File: src/rtl/adc_uart_reporter.sv
// Periodic ADC reporter: samples a 16-bit value on a timer tick, converts it to five
// decimal digits by double-dabble, and sends them as ASCII plus CR LF over UART 8N1.
module adc_uart_reporter #(
  parameter int unsigned CLK_FREQ      = 100_000_000,
  parameter int unsigned BAUD          = 115200,
  parameter int unsigned REPORT_PERIOD = 10_000_000
) (
  input  logic        clk,
  input  logic        reset,
  input  logic        enable,
  input  logic [15:0] adc_data,
  output logic        tx,
  output logic        busy,
  output logic [7:0]  overrun_count
);

  localparam int unsigned CLKS_PER_BIT = CLK_FREQ / BAUD;
  localparam int unsigned BAUD_W       = (CLKS_PER_BIT > 1) ? $clog2(CLKS_PER_BIT) : 1;
  localparam int unsigned TIMER_W      = (REPORT_PERIOD > 1) ? $clog2(REPORT_PERIOD) : 1;
  localparam int unsigned BIN_W        = 16;
  localparam int unsigned BCD_W        = 20;

  typedef enum logic [1:0] {IDLE, CONVERT, SEND} state_t;

  state_t             state, state_next;
  logic [TIMER_W-1:0] timer;
  logic [BIN_W-1:0]   bin;
  logic [BCD_W-1:0]   bcd;
  logic [3:0]         iter;
  logic [9:0]         sh;
  logic [BAUD_W-1:0]  baud_cnt;
  logic [3:0]         bit_cnt;
  logic [2:0]         byte_idx;
  logic               loaded;

  logic tick_c, accept_c, overrun_c, dabble_c, load_c;
  logic bit_end_c, frame_done_c, next_byte_c;

  // Add 3 to every BCD nibble that is 5 or more, ahead of the shift.
  function automatic logic [BCD_W-1:0] dabble_adj(input logic [BCD_W-1:0] v);
    logic [BCD_W-1:0] r;
    r = v;
    for (int i = 0; i < 5; i++) begin
      if (v[4*i +: 4] >= 4'd5) r[4*i +: 4] = v[4*i +: 4] + 4'd3;
    end
    return r;
  endfunction

  // Byte order: most significant digit first, then CR, LF.
  function automatic logic [7:0] frame_byte(input logic [2:0] idx, input logic [BCD_W-1:0] d);
    logic [7:0] b;
    case (idx)
      3'd0:    b = 8'h30 | {4'h0, d[19:16]};
      3'd1:    b = 8'h30 | {4'h0, d[15:12]};
      3'd2:    b = 8'h30 | {4'h0, d[11:8]};
      3'd3:    b = 8'h30 | {4'h0, d[7:4]};
      3'd4:    b = 8'h30 | {4'h0, d[3:0]};
      3'd5:    b = 8'h0D;
      default: b = 8'h0A;
    endcase
    return b;
  endfunction

  assign tick_c = enable && (timer == TIMER_W'(REPORT_PERIOD - 1));

  always_ff @(posedge clk) begin
    if (!reset)                timer <= '0;
    else if (!enable || tick_c) timer <= '0;
    else                       timer <= timer + TIMER_W'(1);
  end

  always_ff @(posedge clk) begin
    if (!reset) state <= IDLE;
    else        state <= state_next;
  end

  always_comb begin
    state_next = state;
    case (state)
      IDLE:    if (tick_c) state_next = CONVERT;
      CONVERT: if (iter == 4'd15) state_next = SEND;
      SEND:    if (frame_done_c) state_next = IDLE;
      default: state_next = IDLE;
    endcase
  end

  always_comb begin
    accept_c     = 1'b0;
    overrun_c    = 1'b0;
    dabble_c     = 1'b0;
    load_c       = 1'b0;
    bit_end_c    = 1'b0;
    frame_done_c = 1'b0;
    next_byte_c  = 1'b0;
    accept_c     = tick_c && (state == IDLE);
    overrun_c    = tick_c && (state != IDLE);
    dabble_c     = (state == CONVERT);
    load_c       = (state == SEND) && !loaded;
    bit_end_c    = (state == SEND) && loaded && (baud_cnt == BAUD_W'(CLKS_PER_BIT - 1));
    frame_done_c = bit_end_c && (bit_cnt == 4'd9) && (byte_idx == 3'd6);
    next_byte_c  = bit_end_c && (bit_cnt == 4'd9) && (byte_idx != 3'd6);
  end

  always_ff @(posedge clk) begin
    if (!reset) begin
      tx            <= 1'b1;
      busy          <= 1'b0;
      overrun_count <= '0;
      bin           <= '0;
      bcd           <= '0;
      iter          <= '0;
      sh            <= '1;
      baud_cnt      <= '0;
      bit_cnt       <= '0;
      byte_idx      <= '0;
      loaded        <= 1'b0;
    end else begin
      busy <= (state_next != IDLE);
      if (overrun_c && overrun_count != 8'hFF) overrun_count <= overrun_count + 8'd1;
      if (accept_c) begin
        bin    <= adc_data;
        bcd    <= '0;
        iter   <= '0;
        loaded <= 1'b0;
      end
      if (dabble_c) begin
        {bcd, bin} <= {dabble_adj(bcd), bin} << 1;
        iter       <= iter + 4'd1;
      end
      if (load_c) begin
        sh       <= {1'b1, frame_byte(3'd0, bcd), 1'b0};
        tx       <= 1'b0;
        loaded   <= 1'b1;
        byte_idx <= '0;
        bit_cnt  <= '0;
        baud_cnt <= '0;
      end
      // Stop bit of one byte flows straight into the start bit of the next.
      if ((state == SEND) && loaded) begin
        if (bit_end_c) begin
          baud_cnt <= '0;
          if (frame_done_c) begin
            tx     <= 1'b1;
            loaded <= 1'b0;
          end else if (next_byte_c) begin
            byte_idx <= byte_idx + 3'd1;
            sh       <= {1'b1, frame_byte(byte_idx + 3'd1, bcd), 1'b0};
            tx       <= 1'b0;
            bit_cnt  <= '0;
          end else begin
            sh      <= {1'b1, sh[9:1]};
            tx      <= sh[1];
            bit_cnt <= bit_cnt + 4'd1;
          end
        end else begin
          baud_cnt <= baud_cnt + BAUD_W'(1);
        end
      end
    end
  end

endmodule

File: config.mk
export PLATFORM = sky130hd
export DESIGN_NAME = adc_uart_reporter
export DESIGN_NICKNAME = d
export VERILOG_FILES = /design/src/rtl/adc_uart_reporter.sv
export SDC_FILE = /design/constraint.sdc
export NUM_CORES = 1
export LEC_CHECK = 0
export ABC_AREA = 0
export CORE_MARGIN = 2
export CORE_UTILIZATION = 55
export CTS_CLUSTER_DIAMETER = 30
export DETAILED_ROUTE_END_ITERATION = 8
export MAX_ROUTING_LAYER = met4
export PLACE_DENSITY = 0.76
export RECOVER_POWER = 50
export SLEW_MARGIN = 20
export SYNTH_ARGS = -nofsm -noshare
export SYNTH_HDL_FRONTEND = slang
export SYNTH_SLANG_ARGS = --single-unit
File: constraint.sdc
create_clock -name clk -period 4.7 [get_ports clk]
set_input_delay 1.41 -clock clk [delete_from_list [all_inputs] [get_ports clk]]
set_output_delay 1.41 -clock clk [all_outputs]
set_load 0.02 [all_outputs]
==> metrics.md, run 1 <==
| Metric | Value |
|---|---|
| Status | `completed` |
| Yosys top cell area share | `38.8%` |
| # rows | `35` |
| First-pass DRT Iterations | `5` |
| Max frequency | `0.278 GHz` |
| Asr flop ratio synth | `0%` |
| Placed Cells incl. Taps | `765` |
| Power per cell area | `265 nW/µm²` |
| Unrepaired setup endpoints after global routing | `no` |
| CTS Root Cell | `clkbuf_8` |
| CTS tree | `built` |
| Post-CTS Setup Inserts | `0` |
| Critical Path RT | `4.96 ns` |
| Chip width | `102 µm` |
| # DRC | `0` |
| Final Slew Violations | `0` |
| Clock sink total | `103` |
| CTS resizes | `0` |
| Layout Nets | `687` |
| GRT overflow | `0` |
| Core Util, Final | `63.0%` |
| Cells after Synth | `633` |
| Busiest grt layer | `met2` |
| Fill count | `844` |
| Final ANT Viol Nets | `0` |
| Synth Area in XOR/XNOR | `6.44%` |
| Clk_lat worst skew | `0.37 ns` |
| Slew @ Worst Pin | `1.48 ns` |
| Crit path capture type | `register` |
| Synthesis warning total | `0` |
| IO Pins | `29` |
| Share of cells above drive strength 1 | `4.16%` |
| Largest net degree at the start of global routing | `44` |
| Mapped Area | `5310 µm²` |
| Lkg Pwr | `0.00217 µW` |
| GRT met1 Usage | `33.9%` |
| Final Hold Viols | `0` |
| Core Region | `9280 µm²` |
| Worst Hold Class | `register to register` |
| Synth Area in Compound Gates | `21.1%` |
| Vias per cell | `5.89` |
| Tcrit/Tclk final | `76.5%` |
| Grt met3 use | `4.17%` |
| Routed wire length | `11.9 mm` |
| PortBufs | `28` |
| GP Congestion | `0.825` |
| Largest family of logic cells by synthesized area | `simple AND/OR/NAND/NOR gates` |
| Synth area leader | `dfxtp_1` |
| Setup Skew | `0.0126 ns` |
| Clock transition at path regs | `0.09 ns` |
| Via count | `4,582` |
| Die height | `102 µm` |
| Min Tclk post-route | `3.60 ns` |
| Synth area leaders | `dfxtp_1, ha_1, nand2_1, o21ai_0, nor2_1` |
| Synth Area in Simple Gates | `23.5%` |
| Commonest non-fill, non-tap cell in the layout | `dfxtp_1` |
| #FFs+latches synth | `103` |
| Crit Path Class | `primary input to register` |
| Max_cap viols | `0` |
| Syn_area_per_cell | `8.38 µm²` |
| DR WL/cell | `15.3 µm` |
| Peak VDD IR | `0.179 mV` |
| Die area | `10,500 µm²` |
| Number of flops mapped to enable cells by yosys | `0` |
| Placed Area | `5680 µm²` |
| Syn_nets | `673` |
| Yosys cell types | `64` |
| Total Neg Setup Slack | `0 ns` |
| Drt first-iter violations | `230` |
| Layout Cells excl Fill | `778` |
| Most frequent cells in the layout | `dfxtp_1, nand2_1, nor2_1, o21ai_0, a21oi_1` |
| Post-synthesis mux area share | `1.53%` |
| Starting density of the core | `57.2%` |
| Antenna fix cells | `0` |
| Tot GR Track Use | `24.9%` |
| CTS max path bufs | `2` |
| Finished layout cell area | `5850 µm²` |
| Final HPWL DP | `8.00 mm` |
| Hold Slack | `0.458 ns` |
| Max transition margin | `1.33%` |
| Critical path data arrival time | `3.86 ns` |
| P&R area growth vs syn | `10.3%` |
| Startpoint Class | `primary input` |
| Num CTS Buffers | `9` |
| Ys flop type | `dfxtp_1` |
| Hold Buf Count CTS | `0` |
| Setup-failing EPs final | `0` |
| Synth Area in Adders | `4.95%` |
| Met2 Resource Use GR | `38.1%` |
| First-pass GRT wire length | `20.3 mm` |
| CP max FO | `31` |
| Sequential area share after synthesis | `38.8%` |
| Vias in the first global route | `4,333` |
| H-tree Lvls | `3` |
| Initial antenna violation count | `0` |
==> stage by stage <==
step / setup WS, ns / power, µW
after global placement: 1.32 / 932
after detailed placement: 1.23 / 932
after global routing: 0.951 / 1600
after CTS: 1.63 / 1560
final: 1.10 / 1550
after floorplan: 1.97 / 911
==> sequential cells by signal, indices dropped and copies added, names as in the netlist <==
name           cells
busy               1
baud_cnt          10
iter               4
byte_idx           3
loaded             1
tx                 1
bcd               20
bit_cnt            4
sh                 9
bin               16
timer             24
overrun_count      8
state              2
==> critical path, cell delays in order <==
cell and delay (ns):
dlygate4sd3_1 0.55, inv_1 0.33, clkbuf_1 1.12, nor2_1 0.17, a32o_1 0.26
==> cell usage after synthesis, types with 3 or more instances <==
cell type	count
and2_1	3
or2_2	4
a211oi_1	3
o211ai_1	4
o31ai_1	5
a22oi_1	3
or4_1	5
nand2b_1	7
buf_2	3
clkbuf_1	26
ha_1	21
a31oi_1	12
and4_1	6
or3_1	8
nand4b_1	4
mux2i_1	7
nand2_1	63
nand4_1	7
dfxtp_1	103
nor2_1	56
o21ai_0	43
xor2_1	24
a22o_1	15
inv_1	20
nand3b_1	3
o32ai_1	5
nor2b_1	4
xnor2_1	15
a21o_1	18
nor3_1	13
and3_1	8
nand3_1	31
a21oi_1	41
==> power by group <==
part	total [µW]	internal (µW)	leakage, µW	switching (µW)
registers	873	873	0.000830	0.718
logic	37.2	15.3	0.00124	21.9
clock network	643	345	0.000107	298
total	1550	1230	0.00217	320
==> per-layer routing <==
layer / up-vias / part of all wire, %
li1: 2304 / -
met1: 2154 / 48
met2: 109 / 46
met3: 15 / 5.2
met4: 0 / 1.4
met5: - / 0
==> logic make-up (layout without fill, tap and decap cells) <==
| logic type | Yosys count | count (layout) |
|---|---|---|
| flops | 103 | 103 |
| simple gates | 240 | 240 |
| buf+inv | 51 | 67 |
| xor+xnor | 39 | 39 |
| fa+ha+maj | 21 | 21 |
| compound gates | 171 | 171 |
| mux | 8 | 8 |
==> worst paths after layout <==
check | startpoint | endpoint | slack [ns] | cells past startpoint
min reg2reg | sh[9]$_SDFF_PN1_ | sh[9]$_SDFF_PN1_ | 0.46 | 1
min | sh[9]$_SDFF_PN1_ | sh[9]$_SDFF_PN1_ | 0.46 | 1
max reg2reg | timer[0]$_SDFF_PP0_ | iter[0]$_SDFFE_PN0P_ | 1.36 | 6
max | reset | iter[1]$_SDFFE_PN0P_ | 1.10 | 5
==> area by class of cell <==
cell class              instances  area (µm²)  share of cell area [%]
clock buffers                   9         124                    2.12
clock inverters                 4        97.6                    1.67
inverters                      20        75.1                    1.28
multi-input cells             479        3020                    51.6
flip-flops and latches        103        2060                    35.2
well taps                     129         161                    2.76
repair buffers                 34         314                    5.37
Power figures use the tool's default switching activity.
==> run 2, diff against run 1 <==
--- a/config.mk
+++ b/config.mk
@@ -7,11 +7,11 @@
 export LEC_CHECK = 0
 export ABC_AREA = 0
 export CORE_MARGIN = 2
-export CORE_UTILIZATION = 55
+export CORE_UTILIZATION = 54
 export CTS_CLUSTER_DIAMETER = 30
 export DETAILED_ROUTE_END_ITERATION = 8
 export MAX_ROUTING_LAYER = met4
-export PLACE_DENSITY = 0.76
+export PLACE_DENSITY = 0.78
 export RECOVER_POWER = 50
 export SLEW_MARGIN = 20
 export SYNTH_ARGS = -nofsm -noshare
==> constraint.sdc (replaced) <==
create_clock -name clk -period 3.3 [get_ports clk]
set_input_delay 0.99 -clock clk [delete_from_list [all_inputs] [get_ports clk]]
set_output_delay 0.99 -clock clk [all_outputs]
set_load 0.02 [all_outputs]
==> metrics.md, run 2 (synthesis results as in run 1) <==
| Metric | Value |
|---|---|
| Clk_lat worst skew | `0.36 ns (about the same)` |
| Crit path capture type | `register` |
| Final ANT Viol Nets | `0 (unchanged)` |
| Top reg by flops | `timer` |
| CP max FO | `7 (-77%)` |
| Worst Hold Class | `register to register` |
| CTS max path bufs | `2 (unchanged)` |
| Drt first-iter violations | `259 (+13%)` |
| Fill count | `888 (+5.2%)` |
| Chip width | `103 µm (+0.89%)` |
| Hold path cells | `1 (unchanged)` |
| Crit Path Class | `register to register` |
| Vias in the first global route | `4,485 (+3.5%)` |
| Switch Pwr | `465 µW (+45%)` |
| Hold Buf Count CTS | `0 (unchanged)` |
| Total Neg Setup Slack | `0 ns (unchanged)` |
| Critical path data arrival time | `2.93 ns (-0.93 ns)` |
| CP cell instances | `or3b_1, nor4_1, o21ai_0, a221oi_1, o21ai_0` |
| Die height | `103 µm (+0.89%)` |
| Share of cells above drive strength 1 | `5.63% (+1.5 points)` |
| Routed wire length | `11.8 mm (-0.54%)` |
| P&R area growth vs syn | `10.7%` |
| Setup Skew | `0.00741 ns (-0.00516 ns)` |
| GP Congestion | `0.895 (+8.5%)` |
| Part of the power in registers | `60.8% (+4.6 points)` |
| Core Util, Final | `60.9% (-2.1 points)` |
| Startpoint Class | `register` |
| End of the worst register-to-register path | `sh[1]$_SDFF_PN1_` |
| Critical path's top delay family | `simple AND/OR/NAND/NOR gates` |
| Post-CTS Setup Inserts | `0 (unchanged)` |
| Commonest non-fill, non-tap cell in the layout | `dfxtp_1` |
| Tcrit/Tclk final | `81.7%` |
| Slowest-stage cell, CP | `nor4_1` |
| Unrepaired setup endpoints after global routing | `no` |
| Slew @ Worst Pin | `1.01 ns (-0.475 ns)` |
| DR WL/cell | `14.9 µm (-2.0%)` |
| WHS Endpoint | `sh[9]$_SDFF_PN1_` |
| Largest net degree at the start of global routing | `44 (unchanged)` |
| Switch share | `22.8% (+2.1 points)` |
| Max FFs per register | `24 (unchanged)` |
| Clk pwr share | `36.4% (-5.0 points)` |
| Power per cell area | `348 nW/µm² (+31%)` |
| Max_cap viols | `0 (unchanged)` |
| Tot GR Track Use | `24.2% (-0.75 points)` |
| Lkg Pwr | `0.00218 µW (+0.45%)` |
| Top cell by count, worst path | `o21ai_0` |
| R2r setup slk | `0.60 ns (-0.76 ns)` |
| Vias per cell | `5.96 (+1.2%)` |
| PortBufs | `28 (unchanged)` |
| Max frequency | `0.371 GHz` |
| Num CTS Buffers | `9 (unchanged)` |
| Most frequent cells in the layout | `dfxtp_1, nand2_1, nor2_1, o21ai_0, a21oi_1` |
| CTS resizes | `0 (unchanged)` |
| Critical Path RT | `3.53 ns (-1.43 ns)` |
| Worst Path Buf+Inv | `0 (-3)` |
| Min Tclk post-route | `2.70 ns` |
| GRT overflow | `0 (unchanged)` |
| Clock transition at path regs | `0.10 ns (about the same)` |
| Clock sink total | `103 (unchanged)` |
| CTS tree | `built` |
| Total chip power | `2050 µW (+32%)` |
| Hold Crit Start | `sh[9]$_SDFF_PN1_` |
| Biggest regs | `timer: 24 flops, bcd: 20 flops, bin: 16 flops` |
| Max transition margin | `32.4% (+31 points)` |
| H-tree Lvls | `3 (unchanged)` |
| Starting density of the core | `55.1% (-2.1 points)` |
| Gate power share | `2.7% (+0.3 points)` |
| Peak VDD IR | `0.207 mV (+16%)` |
| Status | `completed` |
| # rows | `36 (+2.9%)` |
| Setup-failing EPs final | `0 (unchanged)` |
| Die area | `10,600 µm² (+1.8%)` |
| Int Pwr | `1580 µW (+28%)` |
| Antenna fix cells | `0 (unchanged)` |
| First-pass DRT Iterations | `5 (unchanged)` |
| Final Hold Viols | `0 (unchanged)` |
| # DRC | `0 (unchanged)` |
| Hold Slack | `0.460 ns (+0.00167 ns)` |
| Cell depth of the worst flop-to-flop path | `5 (-1)` |
| First-pass GRT wire length | `20.1 mm (-0.88%)` |
| CTS Root Cell | `clkbuf_8` |
| Via count | `4,707 (+2.7%)` |
| R2r startpoint | `baud_cnt[8]$_SDFFE_PN0P_` |
| Final HPWL DP | `8.33 mm (+4.1%)` |
| Slowest stage delay, CP | `0.79 ns (-0.33 ns)` |
| Initial antenna violation count | `0 (unchanged)` |
| IO Pins | `29 (unchanged)` |
| Layout Nets | `692 (+0.73%)` |
| Core Region | `9640 µm² (+3.8%)` |
| Final Slew Violations | `0 (unchanged)` |
## run 2: cell count changes in the layout (fill, tap and decap cells not counted), sizes merged
cell and delta:
buf +5, clkinv +2, clkbuf +2, clkinvlp +2, bufinv -3
## run 2: worst reg2reg max path, stage by stage (launching register included)
cell	delay, ns
dfxtp_1	0.41
or3b_1	0.41
nor4_1	0.79
o21ai_0	0.51
a221oi_1	0.32
o21ai_0	0.12
## run 2: per-layer routing
metal | vias to the layer above | track usage [%] | routed length [µm]
li1 | 2320 | - | -
met3 | 24 | 3.73 | 533
met2 | 119 | 40.7 | 5830
met1 | 2244 | 29.2 | 5170
met5 | - | - | 0
met4 | 0 | 9.21 | 275
## run 2: final cells by class
cell class / count / area, µm² / share of cell area [%]
multi-input cells: 479 / 3030 / 51.7
clock inverters: 5 / 32.5 / 0.554
repair buffers: 39 / 352 / 5.99
clock buffers: 11 / 151 / 2.58
inverters: 20 / 75.1 / 1.28
well taps: 133 / 166 / 2.83
flip-flops and latches: 103 / 2060 / 35.1
## run 2: how the worst max path moves through the flow
stage                                   from                       endpoint  slack, ns  depth (start not counted)
finish              baud_cnt[8]$_SDFFE_PN0P_               sh[1]$_SDFF_PN1_       0.60                          5
global route        baud_cnt[8]$_SDFFE_PN0P_               sh[1]$_SDFF_PN1_       0.48                          5
CTS                                   enable  overrun_count[5]$_SDFFE_PN0P_       0.72                          6
detailed placement                    enable  overrun_count[5]$_SDFFE_PN0P_       0.32                          6
global placement                      enable            bin[9]$_SDFFE_PN0P_       0.39                          6
floorplan                              reset            bin[6]$_SDFFE_PN0P_       0.99                          6
## run 2: power groups by stage
stage / Clock, µW / Combinational [µW] / Sequential, µW
4_1_cts: 760 / 56.7 / 1240
6_report: 745 / 55.7 / 1240
2_1_floorplan: 0 / 24.5 / 1270
3_5_place_dp: 0 / 56.6 / 1270
5_1_grt: 810 / 60.0 / 1240
3_3_place_gp: 0 / 56.3 / 1270
## run 2: through the flow
stage	cells	instance area (µm²)	worst slack, ns
after floorplan	633	5310	0.991
after global placement	774	5720	0.390
after detailed placement	774	5720	0.322
after CTS	790	5910	0.722
after global routing	790	5870	0.478
final	790	5870	0.602
